==> src/rtl/loader_mem_scheduler_if.sv <==
// Loader / SDRAM-controller signal bundle for the ROM-load scheduler.
// master = scheduler side, slave = loader + controller side.
interface loader_mem_scheduler_if #(
  parameter int ADDR_W = 22
);

  logic              ld_write;
  logic [ADDR_W-1:0] ld_addr;
  logic [7:0]        ld_data;
  logic              ld_refresh;
  logic              ld_done;
  logic              ld_error;

  logic              mem_req;
  logic [ADDR_W-1:0] mem_addr;
  logic [7:0]        mem_din;
  logic              mem_refresh;
  logic              mem_ack;

  modport master (
    input  ld_write,
    input  ld_addr,
    input  ld_data,
    input  ld_refresh,
    input  ld_done,
    input  ld_error,
    input  mem_ack,
    output mem_req,
    output mem_addr,
    output mem_din,
    output mem_refresh
  );

  modport slave (
    output ld_write,
    output ld_addr,
    output ld_data,
    output ld_refresh,
    output ld_done,
    output ld_error,
    output mem_ack,
    input  mem_req,
    input  mem_addr,
    input  mem_din,
    input  mem_refresh
  );

endinterface

==> src/rtl/loader_mem_scheduler.sv <==
// ROM-load SDRAM port scheduler: buffers loader bytes, issues writes and
// refreshes over req/ack, then hands memory to the console.
module loader_mem_scheduler #(
  parameter int FIFO_DEPTH       = 4,
  parameter int REFRESH_INTERVAL = 750,
  parameter int ADDR_W           = 22
) (
  input  logic                         clk,
  input  logic                         reset,
  loader_mem_scheduler_if.master       bus,
  output logic                         run_enable,
  output logic                         overflow,
  output logic [$clog2(FIFO_DEPTH):0]  fifo_level
);

  localparam int PW = $clog2(FIFO_DEPTH);
  localparam int CW = PW + 1;
  localparam int TW = $clog2(REFRESH_INTERVAL);
  localparam int EW = ADDR_W + 8;

  typedef enum logic [2:0] {
    IDLE,
    WRITE,
    REFRESH,
    RUN,
    ERROR
  } state_t;

  state_t state;
  state_t state_d;

  logic [EW-1:0] buffer [FIFO_DEPTH];
  logic [PW-1:0] rd_ptr;
  logic [PW-1:0] wr_ptr;
  logic [CW-1:0] count;
  logic [EW-1:0] head;

  logic [TW-1:0] timer;
  logic          refresh_pending;

  logic empty;
  logic full;
  logic active;
  logic accept;
  logic flush;
  logic push;
  logic pop;
  logic drop;
  logic ack_write;
  logic ack_refresh;
  logic timer_sat;

  // Handshake decode and FIFO push/pop/drop qualification
  always_comb begin
    empty       = (count == '0);
    full        = (count == CW'(FIFO_DEPTH));
    active      = (state != RUN) && (state != ERROR);
    ack_write   = (state == WRITE) && bus.mem_ack;
    ack_refresh = (state == REFRESH) && bus.mem_ack;
    timer_sat   = (timer == TW'(REFRESH_INTERVAL - 1));
    flush       = (state_d == ERROR);
    accept      = bus.ld_write && active && !flush;
    pop         = ack_write;
    push        = accept && (!full || pop);
    drop        = accept && full && !pop;
    head        = buffer[rd_ptr];
  end

  // Next-state: error first, then refresh, then writes, then hand-off
  always_comb begin
    state_d = state;
    unique case (state)
      IDLE: begin
        if (bus.ld_error)
          state_d = ERROR;
        else if (refresh_pending)
          state_d = REFRESH;
        else if (!empty)
          state_d = WRITE;
        else if (bus.ld_done && empty)
          state_d = RUN;
      end
      WRITE: begin
        if (bus.mem_ack)
          state_d = bus.ld_error ? ERROR : IDLE;
      end
      REFRESH: begin
        if (bus.mem_ack)
          state_d = bus.ld_error ? ERROR : IDLE;
      end
      RUN:     state_d = RUN;
      ERROR:   state_d = ERROR;
      default: state_d = IDLE;
    endcase
  end

  // State register
  always_ff @(posedge clk) begin
    if (reset)
      state <= IDLE;
    else
      state <= state_d;
  end

  // Buffer storage; head slot is only read while occupied
  always_ff @(posedge clk) begin
    if (push)
      buffer[wr_ptr] <= {bus.ld_addr, bus.ld_data};
  end

  // FIFO pointers, occupancy and sticky overflow
  always_ff @(posedge clk) begin
    if (reset) begin
      rd_ptr   <= '0;
      wr_ptr   <= '0;
      count    <= '0;
      overflow <= 1'b0;
    end else if (flush) begin
      rd_ptr <= '0;
      wr_ptr <= '0;
      count  <= '0;
    end else begin
      if (push)
        wr_ptr <= wr_ptr + PW'(1);
      if (pop)
        rd_ptr <= rd_ptr + PW'(1);
      unique case ({push, pop})
        2'b10:   count <= count + CW'(1);
        2'b01:   count <= count - CW'(1);
        default: count <= count;
      endcase
      if (drop)
        overflow <= 1'b1;
    end
  end

  // Refresh timer and pending flag; a finished refresh absorbs requests
  always_ff @(posedge clk) begin
    if (reset) begin
      timer           <= '0;
      refresh_pending <= 1'b0;
    end else if (ack_refresh) begin
      timer           <= '0;
      refresh_pending <= 1'b0;
    end else begin
      if (active && !timer_sat)
        timer <= timer + TW'(1);
      if ((active && timer_sat) || bus.ld_refresh)
        refresh_pending <= 1'b1;
    end
  end

  // Outputs decoded from state; bus zeroed outside WRITE
  always_comb begin
    bus.mem_req     = (state == WRITE);
    bus.mem_refresh = (state == REFRESH);
    run_enable      = (state == RUN);
    fifo_level      = count;
    bus.mem_addr    = '0;
    bus.mem_din     = '0;
    if (state == WRITE) begin
      bus.mem_addr = head[EW-1:8];
      bus.mem_din  = head[7:0];
    end
  end

endmodule

==> src/flat_wrapper.sv <==
// flat-port wrapper written by rule: the top's interface ports become plain ports
module loader_mem_scheduler_flat 
#(
  parameter int FIFO_DEPTH       = 4,
  parameter int REFRESH_INTERVAL = 750,
  parameter int ADDR_W           = 22
)
  (clk, reset, run_enable, overflow, fifo_level, bus_ld_write, bus_ld_addr, bus_ld_data, bus_ld_refresh, bus_ld_done, bus_ld_error, bus_mem_ack, bus_mem_req, bus_mem_addr, bus_mem_din, bus_mem_refresh);
  loader_mem_scheduler_if #(.ADDR_W(ADDR_W)) bus_i ();
  input  logic clk;
  input  logic reset;
  output logic run_enable;
  output logic overflow;
  output logic [$clog2(FIFO_DEPTH):0] fifo_level;
  input wire logic [$bits(bus_i.ld_write)-1:0] bus_ld_write;
  input wire logic [$bits(bus_i.ld_addr)-1:0] bus_ld_addr;
  input wire logic [$bits(bus_i.ld_data)-1:0] bus_ld_data;
  input wire logic [$bits(bus_i.ld_refresh)-1:0] bus_ld_refresh;
  input wire logic [$bits(bus_i.ld_done)-1:0] bus_ld_done;
  input wire logic [$bits(bus_i.ld_error)-1:0] bus_ld_error;
  input wire logic [$bits(bus_i.mem_ack)-1:0] bus_mem_ack;
  output wire logic [$bits(bus_i.mem_req)-1:0] bus_mem_req;
  output wire logic [$bits(bus_i.mem_addr)-1:0] bus_mem_addr;
  output wire logic [$bits(bus_i.mem_din)-1:0] bus_mem_din;
  output wire logic [$bits(bus_i.mem_refresh)-1:0] bus_mem_refresh;
  assign bus_i.ld_write = bus_ld_write;
  assign bus_i.ld_addr = bus_ld_addr;
  assign bus_i.ld_data = bus_ld_data;
  assign bus_i.ld_refresh = bus_ld_refresh;
  assign bus_i.ld_done = bus_ld_done;
  assign bus_i.ld_error = bus_ld_error;
  assign bus_i.mem_ack = bus_mem_ack;
  assign bus_mem_req = bus_i.mem_req;
  assign bus_mem_addr = bus_i.mem_addr;
  assign bus_mem_din = bus_i.mem_din;
  assign bus_mem_refresh = bus_i.mem_refresh;
  loader_mem_scheduler #(.FIFO_DEPTH(FIFO_DEPTH), .REFRESH_INTERVAL(REFRESH_INTERVAL), .ADDR_W(ADDR_W)) u_core (.clk(clk), .reset(reset), .bus(bus_i), .run_enable(run_enable), .overflow(overflow), .fifo_level(fifo_level));
endmodule
==> config.mk <==
export PLATFORM = sky130hd
export DESIGN_NAME = loader_mem_scheduler_flat
export DESIGN_NICKNAME = d
export VERILOG_FILES = /design/src/rtl/loader_mem_scheduler_if.sv /design/src/rtl/loader_mem_scheduler.sv /design/src/flat_wrapper.sv
export SDC_FILE = /design/constraint.sdc
export NUM_CORES = 1
export LEC_CHECK = 0
export CAP_MARGIN = 0
export CORE_ASPECT_RATIO = 1.4
export CORE_MARGIN = 2
export CORE_UTILIZATION = 59
export DETAILED_ROUTE_END_ITERATION = 16
export GPL_ROUTABILITY_DRIVEN = 1
export PLACE_DENSITY_LB_ADDON = 0.12
export RECOVER_POWER = 50
export REMOVE_ABC_BUFFERS = 1
export SYNTH_ARGS = -nofsm -noshare
export SYNTH_HDL_FRONTEND = slang
export SYNTH_SLANG_ARGS = --single-unit
export TNS_END_PERCENT = 10
==> constraint.sdc <==
create_clock -name clk -period 6.1 [get_ports clk]
set_input_delay 1.525 -clock clk [delete_from_list [all_inputs] [get_ports clk]]
set_output_delay 1.525 -clock clk [all_outputs]
set_load 0.02 [all_outputs]
After elaboration in Yosys (flattened, before gate mapping) --
Memory sizes are Yosys's and may differ from the RTL's. A register that Yosys moved wholly into a read port is not among the register bits. Cells that the tools add are included.
Storage, ports and cells: register bits after elaboration 22, bits in writable memories 120, input port bits 37, output and inout port bits 37, word-level logic and storage cells 63, memories 1
Operators by class: add/subtract/negate cells 5, equality and inequality tests 11, muxes and demuxes 14, bitwise gates (word level) 1, reductions and logical operators 24
Memory list:
- u_core.buffer | words 4, bits a word 30, rd ports 1, clocked after Yosys merged registers in 1, write ports 1, RTL line loader_mem_scheduler.sv:32 | logic [EW-1:0] buffer [FIFO_DEPTH];
Operators by type and width (number):
- 22-bit 2-to-1 mux | 1
- 3-bit 2-to-1 mux | 6
- 3-bit case mux with 4 select lines | 1
- 1-bit logical AND | 11
- 10-bit by 1-bit adder with 10-bit output (second input constant) | 1
- 10-bit equality test (second input constant) | 1
- 3-bit equality test (second input constant) | 3
- 8-bit 2-to-1 mux | 1
- 3-bit by 2-bit equality test with 1-bit output (second input constant) | 2
- 3-bit logical NOT | 2
- 3-bit case mux with 2 select lines | 1
- 2-bit OR reduction | 3
- 2-bit by 1-bit adder with 2-bit output (second input constant) | 2
- 1-bit logical NOT | 4
- 2-bit 2-to-1 mux | 2
- 3-bit by 1-bit adder with 3-bit output (second input constant) | 1
- 3-bit by 1-bit equality test with 1-bit output (second input constant) | 1
- 3-bit by 2-bit inequality test with 1-bit output (second input constant) | 1
- 3-bit inequality test (second input constant) | 1
- 3-bit by 1-bit subtractor with 3-bit output (second input constant) | 1
- 2-bit by 1-bit equality test with 1-bit output (second input constant) | 1
- 2-bit equality test (second input constant) | 1
- 1-bit logical OR | 2
- 1-bit 2-to-1 mux | 2
- 3 further kinds | 3

Logic depth before layout (Yosys ltp) --
Gate-level depths: netlist (run 1).
depth after elaboration 13, mapped depth 9, depth with buffers taken out 8

Worst setup path after synthesis (run 1) --
OpenSTA, ideal clock, no wires.
kind input to register, from input bus_mem_ack, to memory u_core.buffer[0][0] (netlist bit) (enable), library setup time 390 ps, arrival 2873 ps, data required time 5710 ps, slack 2838 ps, stages 4, path buffers 0, path through a22oi_2 > o221ai_2 > a21oi_2 > and2_1
On the way: cells in the longest elaborated chain, start to end 8, elaborated cells on any way between the ends 10, those cells by class eq/ne (1); mux (4); reduce/logical (5)
Ends and longest elaborated chain:
- start: declaration | RTL line flat_wrapper.sv:21 | input wire logic [$bits(bus_i.mem_ack)-1:0] bus_mem_ack;
- 3-bit 2-to-1 mux | RTL line loader_mem_scheduler.sv:84, loader_mem_scheduler.sv:88
- 3-bit case mux with 4 select lines | RTL line loader_mem_scheduler.sv:72 | unique case (state)
- 3-bit equality test | RTL line loader_mem_scheduler.sv:61 | flush = (state_d == ERROR);
- 1-bit logical NOT | RTL line loader_mem_scheduler.sv:62 | accept = bus.ld_write && active && !flush;
- 1-bit logical AND | RTL line loader_mem_scheduler.sv:62
- 1-bit logical AND * | RTL line loader_mem_scheduler.sv:64 | push = accept && (!full || pop);
- 1-bit 2-to-1 mux * | RTL line loader_mem_scheduler.sv:107 | if (push)
- 1-bit 2-to-1 mux (not written as such) * | RTL line loader_mem_scheduler.sv:108 | buffer[wr_ptr] <= {bus.ld_addr, bus.ld_data};
- end: declaration | RTL line loader_mem_scheduler.sv:32
Every way passes the cells marked *; elsewhere a longest branch is shown, timed or not.

==> results of run 1 <==
critical path, cell delays in order, from the launching register on:
cell	delay [ps]
dfxtp_2	1040
mux4_2	600
nor2b_1	160
clkdlybuf4s50_1	580
cell families (layout without fill, tap and decap cells):
kind of cell | count (synthesis) | count (layout) | synth area share [%]
XOR/XNOR | 12 | 12 | 1.800
adder cells (fa/ha/maj) | 7 | 7 | 1.629
buffers and inverters | 22 | 115 | 1.672
other | 0 | 1 | 0
multiplexers | 32 | 32 | 11.92
AND/OR/NAND/NOR | 96 | 96 | 9.880
flip-flops | 144 | 144 | 69.95
AO/OA/AOI/OAI | 23 | 23 | 3.151
cells in the final DEF (no fill, tap or decap), types with 2 or more instances in the layout:
cell type,Yosys,final
edfxtp_1,120,120
dlygate4sd3_1,0,37
clkdlybuf4s50_1,0,36
nor2b_1,31,31
mux4_2,30,30
nor2_1,22,22
dfxtp_1,24,22
clkbuf_16,0,17
xnor2_1,10,10
inv_1,9,9
a21oi_1,7,8
nand2_1,6,6
ha_1,6,6
o21ai_0,4,5
nand2b_1,4,4
and2_2,0,4
nor3_1,4,4
nand3_1,4,4
bufinv_16,0,4
clkinvlp_4,0,4
nor3b_1,3,3
nand4_1,3,3
nor2_2,2,2
mux2i_1,2,2
xor2_1,2,2
nand4b_1,2,2
nor4_1,2,2
a211oi_1,1,2
dfxtp_2,0,2
clkinv_4,0,2
clkbuf_1,6,2
clkinv_2,0,2
metrics by stage:
step | cells | cell area (µm²)
detailed placement | 532 | 6689
finish | 565 | 7291
global route | 565 | 7291
global placement | 532 | 6689
floorplan | 323 | 5774
CTS | 564 | 7308
path summary, 6_finish.rpt:
path | to | slack (ps) | startpoint
max | bus_mem_din[3] | 1780 | flop
min | u_core.overflow | 480 | u_core.overflow
max reg2reg | u_core.buffer[2][8] | 3590 | u_core.state[1]
min reg2reg | u_core.overflow | 480 | u_core.overflow
power groups by stage:
stage                     clock network, mW  logic, mW  registers, mW
after floorplan                           0     0.0711           1.12
after global placement                    0      0.128           1.12
after detailed placement                  0      0.130           1.13
after CTS                              1.08      0.131           1.11
after global routing                   1.12      0.134           1.11
final                                  1.06      0.123           1.10
area by class of cell:
type | instances | area, µm²
clock inverters | 13 | 186.4
fillers | 609 | 2501
flip-flops and latches | 144 | 4086
clock buffers | 19 | 432.9
repair buffers | 74 | 738.2
inverters | 9 | 33.78
diodes | 1 | 2.502
multi-input cells | 170 | 1642
well taps | 135 | 168.9
registers in the layout, summed over array words and instances (netlist names), named ones only:
register,count
u_core.buffer,120
u_core.fifo_level,3
u_core.overflow,1
u_core.rd_ptr,2
u_core.refresh_pending,1
u_core.state,3
u_core.timer,10
u_core.wr_ptr,2
metal layers:
metal  up-vias  track usage (%)
li1       1458                -
met1      1553            23.13
met2        84            37.50
met3         8            6.504
met4         0            7.765
met5         -                0
==> out/results.ini, run 1 <==
[timing]
setup_viol = 0
max_freq_ghz = 0.2317
finalMaxSlewViolations = 0
setup_slack_ps = 1784
fin_skew_ps = 13.06
slew_headroom_pct = 28.67
period_needed_ps = 4316
hold_ws_ps = 480.7
period_share_pct = 70.76
rsz0062_at_grt = no
worstMarginPinSlew_ps = 1070
setup_tns_ps = 0
hold_viol_final = 0

[logic_synthesis]
synth_area_leaders = edfxtp_1, mux4_2, dfxtp_1
synth_top_area_share_pct = 61.72
synth_edf_count = 120
synth_warnings = 0
async_flop_share_pct = 0
synth.distinct_cells = 47
synth_area_leader_cell = edfxtp_1
synth_most_common_cell = edfxtp_1
ys_top_cells_by_count = edfxtp_1, nor2b_1, mux4_2
syn_inst = 336
ys_seq_elements = 144
seq_area_frac_synth_pct = 69.95
syn_area_um2 = 5838
syn_area_per_cell_um2 = 17.38
synth_flop_cell = edfxtp_1

[setup_path]
crit_type = flop to primary output
worstPathRequired_ps = 4580
ff2ff_path_depth = 4
crit_path_end_kind = primary output
cp_data_arrival_time_ps = 2790
start_kind = flop
crit_fanout = 30

[power]
p_clk_share_pct = 46.5
seqPwrFrac_pct = 48.2
combPwrFrac_pct = 5.4
power.density_nw_per_um2 = 314.4
p_leak_nw = 2.339
switching_share_pct = 19.87
p_sw_mw = 0.4554
power_mw = 2.292
peakVddDrop_mv = 0.2329
internal_power_mw = 1.836

[global_route]
first_global_vias = 3318
gr-total-overflow = 0
antenna_found_initial = 1
grt.total_usage_pct = 20.96
grt_max_degree = 31
grt_pass1_wl_mm = 16.30

[floorplanning]
rows = 43
io_pins = 74
die_area_um2 = 10720
die_h_um = 121.7
die_x_um = 88.07
start_util_pct = 59.62
coreArea_um2 = 9792

[cts]
cts_buffers = 17
cts_max_path_buffers = 2
cts_tree = built
path_clk_slew_ps = 60
insertion_delay_ps = 410
htreeDepth = 4
clkSinkCount = 144
cts-root-buf = clkbuf_16
ctsResizeCount = 0
postCtsSetupRepairBufs = 0
postCtsHoldBufs = 0

[drt]
drt-vias-per-instance = 5.492
ant_nets = 0
wl_per_cell_um = 18.03
remaining_drc_errors = 0
dr.pass1.iters = 4
met1_length_mm = 3.957
top_layer = met4
vias = 3103
wl_mm = 10.19
wl_met2_mm = 5.615
wl_met3_um = 507
drt_iter0_markers = 188

[placed_design]
port_buffers = 73
place_congestion = 0.7704
place_ws_ps = 2114
dp.final_hpwl_mm = 6.042

[hold_path]
min_path_type = flop to flop
whs_path_depth = 2

[flow_run]
cap_violations = 0

[cells_and_area]
layout-drive-gt1-share_pct = 18.18
post-route-util_pct = 74.46
fin_nets = 460
syn2layout_area_growth_pct = 24.88

[outcome]
status = finished, final reports clean

No activity file was read; power rests on OpenSTA's default activity.
==> run 2, diff against run 1 <==
--- a/config.mk
+++ b/config.mk
@@ -8,7 +8,7 @@
 export CAP_MARGIN = 0
 export CORE_ASPECT_RATIO = 1.4
 export CORE_MARGIN = 2
-export CORE_UTILIZATION = 59
+export CORE_UTILIZATION = 55
 export DETAILED_ROUTE_END_ITERATION = 16
 export GPL_ROUTABILITY_DRIVEN = 1
 export PLACE_DENSITY_LB_ADDON = 0.12
==> constraint.sdc (replaced) <==
create_clock -name clk -period 4.5 [get_ports clk]
set_input_delay 1.125 -clock clk [delete_from_list [all_inputs] [get_ports clk]]
set_output_delay 1.125 -clock clk [all_outputs]
set_load 0.02 [all_outputs]
==> out/results.ini, run 2 (synthesis gave the netlist of run 1 again) <==
[global_route]
gr-total-overflow = 0  ; unchanged
grt_max_degree = 32  ; was 31
first_global_vias = 3298  ; was 3318
antenna_found_initial = 2  ; was 1
grt.total_usage_pct = 19.48  ; was 20.96%
grt_pass1_wl_mm = 16.73  ; was 16.30 mm

[cts]
postCtsHoldBufs = 0  ; unchanged
htreeDepth = 4  ; unchanged
clkSinkCount = 144  ; unchanged
ctsResizeCount = 0  ; unchanged
postCtsSetupRepairBufs = 0  ; unchanged
cts-root-buf = clkbuf_16  ; unchanged
cts_buffers = 17  ; unchanged
insertion_delay_ps = 410  ; about the same
cts_tree = built  ; unchanged
cts_max_path_buffers = 2  ; unchanged
path_clk_slew_ps = 60  ; about the same

[setup_path]
crit_chain = dlygate4sd3_1, a22oi_1, o221ai_1, a21oi_1, and2_1  ; was mux4_2, nor2b_1, clkdlybuf4s50_1
cp_data_arrival_time_ps = 3870  ; was 2790 ps
crit_path_end_kind = flop  ; was primary output
crit_type = input pin to flop  ; was flop to primary output
worstPathRequired_ps = 4510  ; was 4580 ps
start_kind = input pin  ; was flop
crit_fanout = 30  ; unchanged
critical-path-top-delay-family = simple AND/OR/NAND/NOR gates  ; was flip-flops
crit_slowest_cell = and2_1  ; was dfxtp_2
crit_buf_inv = 1  ; unchanged
critPathMaxStageDelay_ps = 1240  ; was 1040 ps

[drt]
wl_mm = 10.49  ; was 10.19 mm
remaining_drc_errors = 0  ; unchanged
drt_iter0_markers = 147  ; was 188
dr.pass1.iters = 4  ; unchanged
ant_nets = 0  ; unchanged
drt-vias-per-instance = 5.473  ; was 5.492
vias = 3114  ; was 3103
wl_per_cell_um = 18.43  ; was 18.03 µm

[power]
power.density_nw_per_um2 = 426.5  ; was 314.4 nW/µm²
p_leak_nw = 2.350  ; was 2.339 nW
peakVddDrop_mv = 0.3071  ; was 0.2329 mV

[timing]
period_needed_ps = 3852
max_freq_ghz = 0.2596
hold_viol_final = 0  ; unchanged
finalMaxSlewViolations = 31  ; was 0
setup_viol = 0  ; unchanged
hold_ws_ps = 471.2  ; was 480.7 ps
setup_tns_ps = 0  ; unchanged
worstMarginPinSlew_ps = 1537  ; was 1070 ps
period_share_pct = 85.60
fin_skew_ps = 5.586  ; was 13.06 ps
rsz0062_at_grt = no  ; unchanged
slew_headroom_pct = -2.490  ; was 28.67%

[floorplanning]
rows = 44  ; was 43
die_x_um = 91.08  ; was 88.07 µm
coreArea_um2 = 10350  ; was 9792 µm²
io_pins = 74  ; unchanged
die_h_um = 125.9  ; was 121.7 µm
start_util_pct = 56.41  ; was 59.62%
die_area_um2 = 11470  ; was 10720 µm²

[outcome]
status = finished with violations  ; was finished, final reports clean
violations = max-capacitance violations, max-slew violations

[cells_and_area]
syn2layout_area_growth_pct = 25.03  ; was 24.88%
layout-drive-gt1-share_pct = 18.41  ; was 18.18%
final_cell_mix = edfxtp_1, clkdlybuf4s50_1, dlygate4sd3_1, nor2b_1, mux4_2  ; was edfxtp_1, dlygate4sd3_1, clkdlybuf4s50_1, nor2b_1, mux4_2
largest_reg_flops = 120  ; unchanged
fin_nets = 461  ; was 460
regMostFlops = u_core.buffer  ; unchanged
final_common_cell = edfxtp_1  ; unchanged
reg.largest.list = u_core.buffer x120, u_core.timer x10  ; unchanged

[placed_design]
place_congestion = 0.8029  ; was 0.7704
dp.final_hpwl_mm = 6.126  ; was 6.042 mm
port_buffers = 73  ; unchanged

[hold_path]
min_path_type = flop to flop  ; unchanged

[flow_run]
cap_violations = 1  ; was 0

run 2: cell types whose count changed in the layout (fill, tap and decap cells not counted), sizes merged:
| cell | previous run | this run |
|---|---|---|
| buf | 1 | 2 |
| clkbuf | 19 | 17 |
| clkdlybuf4s50 | 36 | 37 |
| clkinv | 4 | 7 |
| clkinvlp | 4 | 2 |
| diode | 1 | 2 |
| dlygate4sd3 | 37 | 36 |
run 2: tightest hold or removal path, cell delays in order (launching register included):
cell	delay, ps
dfxtp_1	330
a21oi_1	40
nor2_1	70
run 2: where the power goes:
part | leakage (nW) | internal (mW) | switching (mW)
clock | 0.299 | 0.923 | 0.524
combinational | 0.768 | 0.0845 | 0.0843
sequential | 1.28 | 1.48 | 0.0198
run 2: path summary, 6_finish.rpt:
check | start | endpoint | slack (ps) | cells after the start
max | bus_mem_ack | u_core.buffer[2][13] | 650 | 5
min | u_core.overflow | u_core.overflow | 470 | 2
max reg2reg | u_core.state[1] | u_core.buffer[2][13] | 1520 | 4
min reg2reg | u_core.overflow | u_core.overflow | 470 | 2
run 2: layout make-up:
| class | count | area [µm²] |
|---|---|---|
| Clock inverter | 14 | 190.2 |
| Fill cell | 721 | 3050 |
| Clock buffer | 17 | 425.4 |
| Multi-Input combinational cell | 170 | 1640 |
| Tap cell | 138 | 172.7 |
| Antenna cell | 2 | 5.005 |
| Sequential cell | 144 | 4086 |
| Inverter | 9 | 33.78 |
| Timing Repair Buffer | 75 | 745.7 |
run 2: routing by layer:
layer  wire, µm  up-vias  global-route usage, %
met4        139        0                  7.754
met2       5774       69                  34.77
met1       4103     1571                  21.90
met3        468       13                  5.622
met5          0        -                      0
li1           -     1461                      -
run 2: metrics by stage:
stage | setup slack [ps] | total power, mW | cell area [µm²] | util [%] | std cells
detailed placement | 1066 | 1.703 | 6700 | 64.74 | 536
global route | 436.7 | 3.205 | 7300 | 70.53 | 569
floorplan | 1173 | 1.618 | 5774 | - | 323
finish | 648.2 | 3.113 | 7300 | 70.53 | 569
CTS | 771.1 | 3.151 | 7316 | 70.68 | 567
global placement | 1090 | 1.697 | 6700 | 64.74 | 536
==> run 3, diff against run 2 <==
--- a/config.mk
+++ b/config.mk
@@ -8,11 +8,10 @@
 export CAP_MARGIN = 0
 export CORE_ASPECT_RATIO = 1.4
 export CORE_MARGIN = 2
-export CORE_UTILIZATION = 55
+export CORE_UTILIZATION = 45
 export DETAILED_ROUTE_END_ITERATION = 16
 export GPL_ROUTABILITY_DRIVEN = 1
 export PLACE_DENSITY_LB_ADDON = 0.12
-export RECOVER_POWER = 50
 export REMOVE_ABC_BUFFERS = 1
 export SYNTH_ARGS = -nofsm -noshare
 export SYNTH_HDL_FRONTEND = slang
==> out/results.ini, run 3 (synthesis gave the netlist of run 1 again) <==
[setup_path]
crit_type = flop to primary output  ; was input pin to flop
cp_data_arrival_time_ps = 2660  ; was 3870 ps
crit_path_end_kind = primary output  ; was flop
worstPathRequired_ps = 3380  ; was 4510 ps
critPathMaxStageDelay_ps = 750  ; was 1240 ps
start_kind = flop  ; was input pin
crit_fanout = 16  ; was 30
crit_slowest_cell = dfxtp_2  ; was and2_1
crit_chain = buf_12, mux4_2, nor2b_1, clkdlybuf4s50_1  ; was dlygate4sd3_1, a22oi_1, o221ai_1, a21oi_1, and2_1

[cts]
postCtsHoldBufs = 0  ; unchanged
cts_max_path_buffers = 2  ; unchanged
insertion_delay_ps = 400  ; was 410 ps
postCtsSetupRepairBufs = 0  ; unchanged
path_clk_slew_ps = 60  ; about the same
cts-root-buf = clkbuf_16  ; unchanged
ctsResizeCount = 0  ; unchanged
cts_tree = built  ; unchanged
clkSinkCount = 144  ; unchanged
htreeDepth = 4  ; unchanged
cts_buffers = 17  ; unchanged

[placed_design]
port_buffers = 73  ; unchanged
dp.final_hpwl_mm = 6.723  ; was 6.126 mm
place_congestion = 0.8000  ; was 0.8029
place_ws_ps = 988.6  ; was 1066 ps

[timing]
setup_slack_ps = 710.2  ; was 648.2 ps
fin_skew_ps = 6.762  ; was 5.586 ps
period_needed_ps = 3790  ; was 3852 ps
hold_viol_final = 0  ; unchanged
rsz0062_at_grt = no  ; unchanged
slew_headroom_pct = 43.34  ; was -2.490%
worstMarginPinSlew_ps = 850.0  ; was 1537 ps
max_freq_ghz = 0.2639  ; was 0.2596 GHz
setup_viol = 0  ; unchanged
setup_tns_ps = 0  ; unchanged
period_share_pct = 84.22  ; was 85.60%
finalMaxSlewViolations = 0  ; was 31

[cells_and_area]
largest_reg_flops = 120  ; unchanged
reg.largest.list = u_core.buffer x120, u_core.timer x10  ; unchanged
antenna_cells = 0  ; was 2
final_common_cell = edfxtp_1  ; unchanged
fillers = 988  ; was 721
layout-drive-gt1-share_pct = 19.35  ; was 18.41%
fin_nets = 460  ; was 461
regMostFlops = u_core.buffer  ; unchanged
final_cell_mix = edfxtp_1, clkdlybuf4s50_1, nor2b_1, mux4_2  ; was edfxtp_1, clkdlybuf4s50_1, dlygate4sd3_1, nor2b_1, mux4_2
syn2layout_area_growth_pct = 25.14  ; was 25.03%

[floorplanning]
rows = 49  ; was 44
io_pins = 74  ; unchanged
coreArea_um2 = 12750  ; was 10350 µm²
die_area_um2 = 13910  ; was 11470 µm²
die_h_um = 138.8  ; was 125.9 µm
start_util_pct = 45.78  ; was 56.41%
die_x_um = 100.3  ; was 91.08 µm

[hold_path]
min_path_type = flop to flop  ; unchanged

[outcome]
status = finished, final reports clean  ; was finished with violations

[drt]
wl_per_cell_um = 18.18  ; was 18.43 µm
vias = 3069  ; was 3114
wl_mm = 10.58  ; was 10.49 mm
ant_nets = 0  ; unchanged
remaining_drc_errors = 0  ; unchanged
drt_iter0_markers = 157  ; was 147
drt-vias-per-instance = 5.273  ; was 5.473
dr.pass1.iters = 4  ; unchanged

[global_route]
grt_pass1_wl_mm = 17.16  ; was 16.73 mm
antenna_found_initial = 0  ; was 2
grt.total_usage_pct = 16.50  ; was 19.48%
gr-total-overflow = 0  ; unchanged
grt_max_degree = 32  ; unchanged
first_global_vias = 3308  ; was 3298

[power]
peakVddDrop_mv = 0.2533  ; was 0.3071 mV
p_leak_nw = 2.302  ; was 2.350 nW
power.density_nw_per_um2 = 411.0  ; was 426.5 nW/µm²

[flow_run]
cap_violations = 0  ; was 1

[run 3: cell types whose count changed in the layout (fill, tap and decap cells not counted), moves of 2 or more]
| cell | before | now |
|---|---|---|
| buf_4 | 2 | 0 |
| clkinv_4 | 3 | 0 |
| dlygate4sd3_1 | 36 | 0 |
| diode_2 | 2 | 0 |
| clkinvlp_4 | 2 | 4 |
| clkdlybuf4s50_1 | 37 | 73 |
| clkbuf_8 | 0 | 3 |
| bufinv_16 | 4 | 1 |
[run 3: critical path: cells and delay by family, from the launching register on]
family        cells  cell delay (ps)
simple gates      1              150
flops             1              750
buf+inv           2              830
mux               1              530
[run 3: layout make-up]
class	instances	area (µm²)	share of cell area, %
Sequential cell	144	4086	55.93
Multi-Input combinational cell	170	1664	22.78
Tap cell	153	191.4	2.620
Clock inverter	10	83.83	1.147
Clock buffer	22	495.5	6.782
Timing Repair Buffer	74	750.7	10.28
Inverter	9	33.78	0.4624
[run 3: metrics by stage]
| step | hold slack, ps | area [µm²] | util, % | instances | power, mW |
|---|---|---|---|---|---|
| after global routing | 565.4 | 7306 | 57.29 | 582 | 3.101 |
| after global placement | 505.9 | 6726 | 52.75 | 550 | 1.703 |
| after CTS | 529.1 | 7306 | 57.29 | 582 | 3.035 |
| after floorplan | 484.6 | 5774 | - | 323 | 1.618 |
| final | 519.0 | 7306 | 57.29 | 582 | 3.003 |
| after detailed placement | 515.1 | 6726 | 52.75 | 550 | 1.707 |
[run 3: worst paths after layout]
check                                     start              endpoint  slack, ps  depth (start not counted)
worst max-delay path                       flop      bus_mem_addr[18]        710                          4
worst min-delay path            u_core.overflow       u_core.overflow        520                          2
worst max register to register  u_core.state[0]  u_core.buffer[2][22]       2090                          4
worst min register to register  u_core.overflow       u_core.overflow        520                          2
[run 3: per-layer routing]
metal,vias to the layer above,part of all wire (%),track usage [%]
li1,1450,-,-
met1,1544,40,18.82
met2,62,55,29.07
met3,13,3.7,4.435
met4,0,1.6,6.561
met5,-,0,0
[run 3: power by group]
| part | leakage [nW] | switching [mW] | internal, mW | total (mW) |
|---|---|---|---|---|
| combinational | 0.743 | 0.0863 | 0.0918 | 0.178 |
| clock | 0.276 | 0.495 | 0.831 | 1.33 |
| sequential | 1.28 | 0.0206 | 1.48 | 1.50 |
| total | 2.30 | 0.602 | 2.40 | 3.00 |
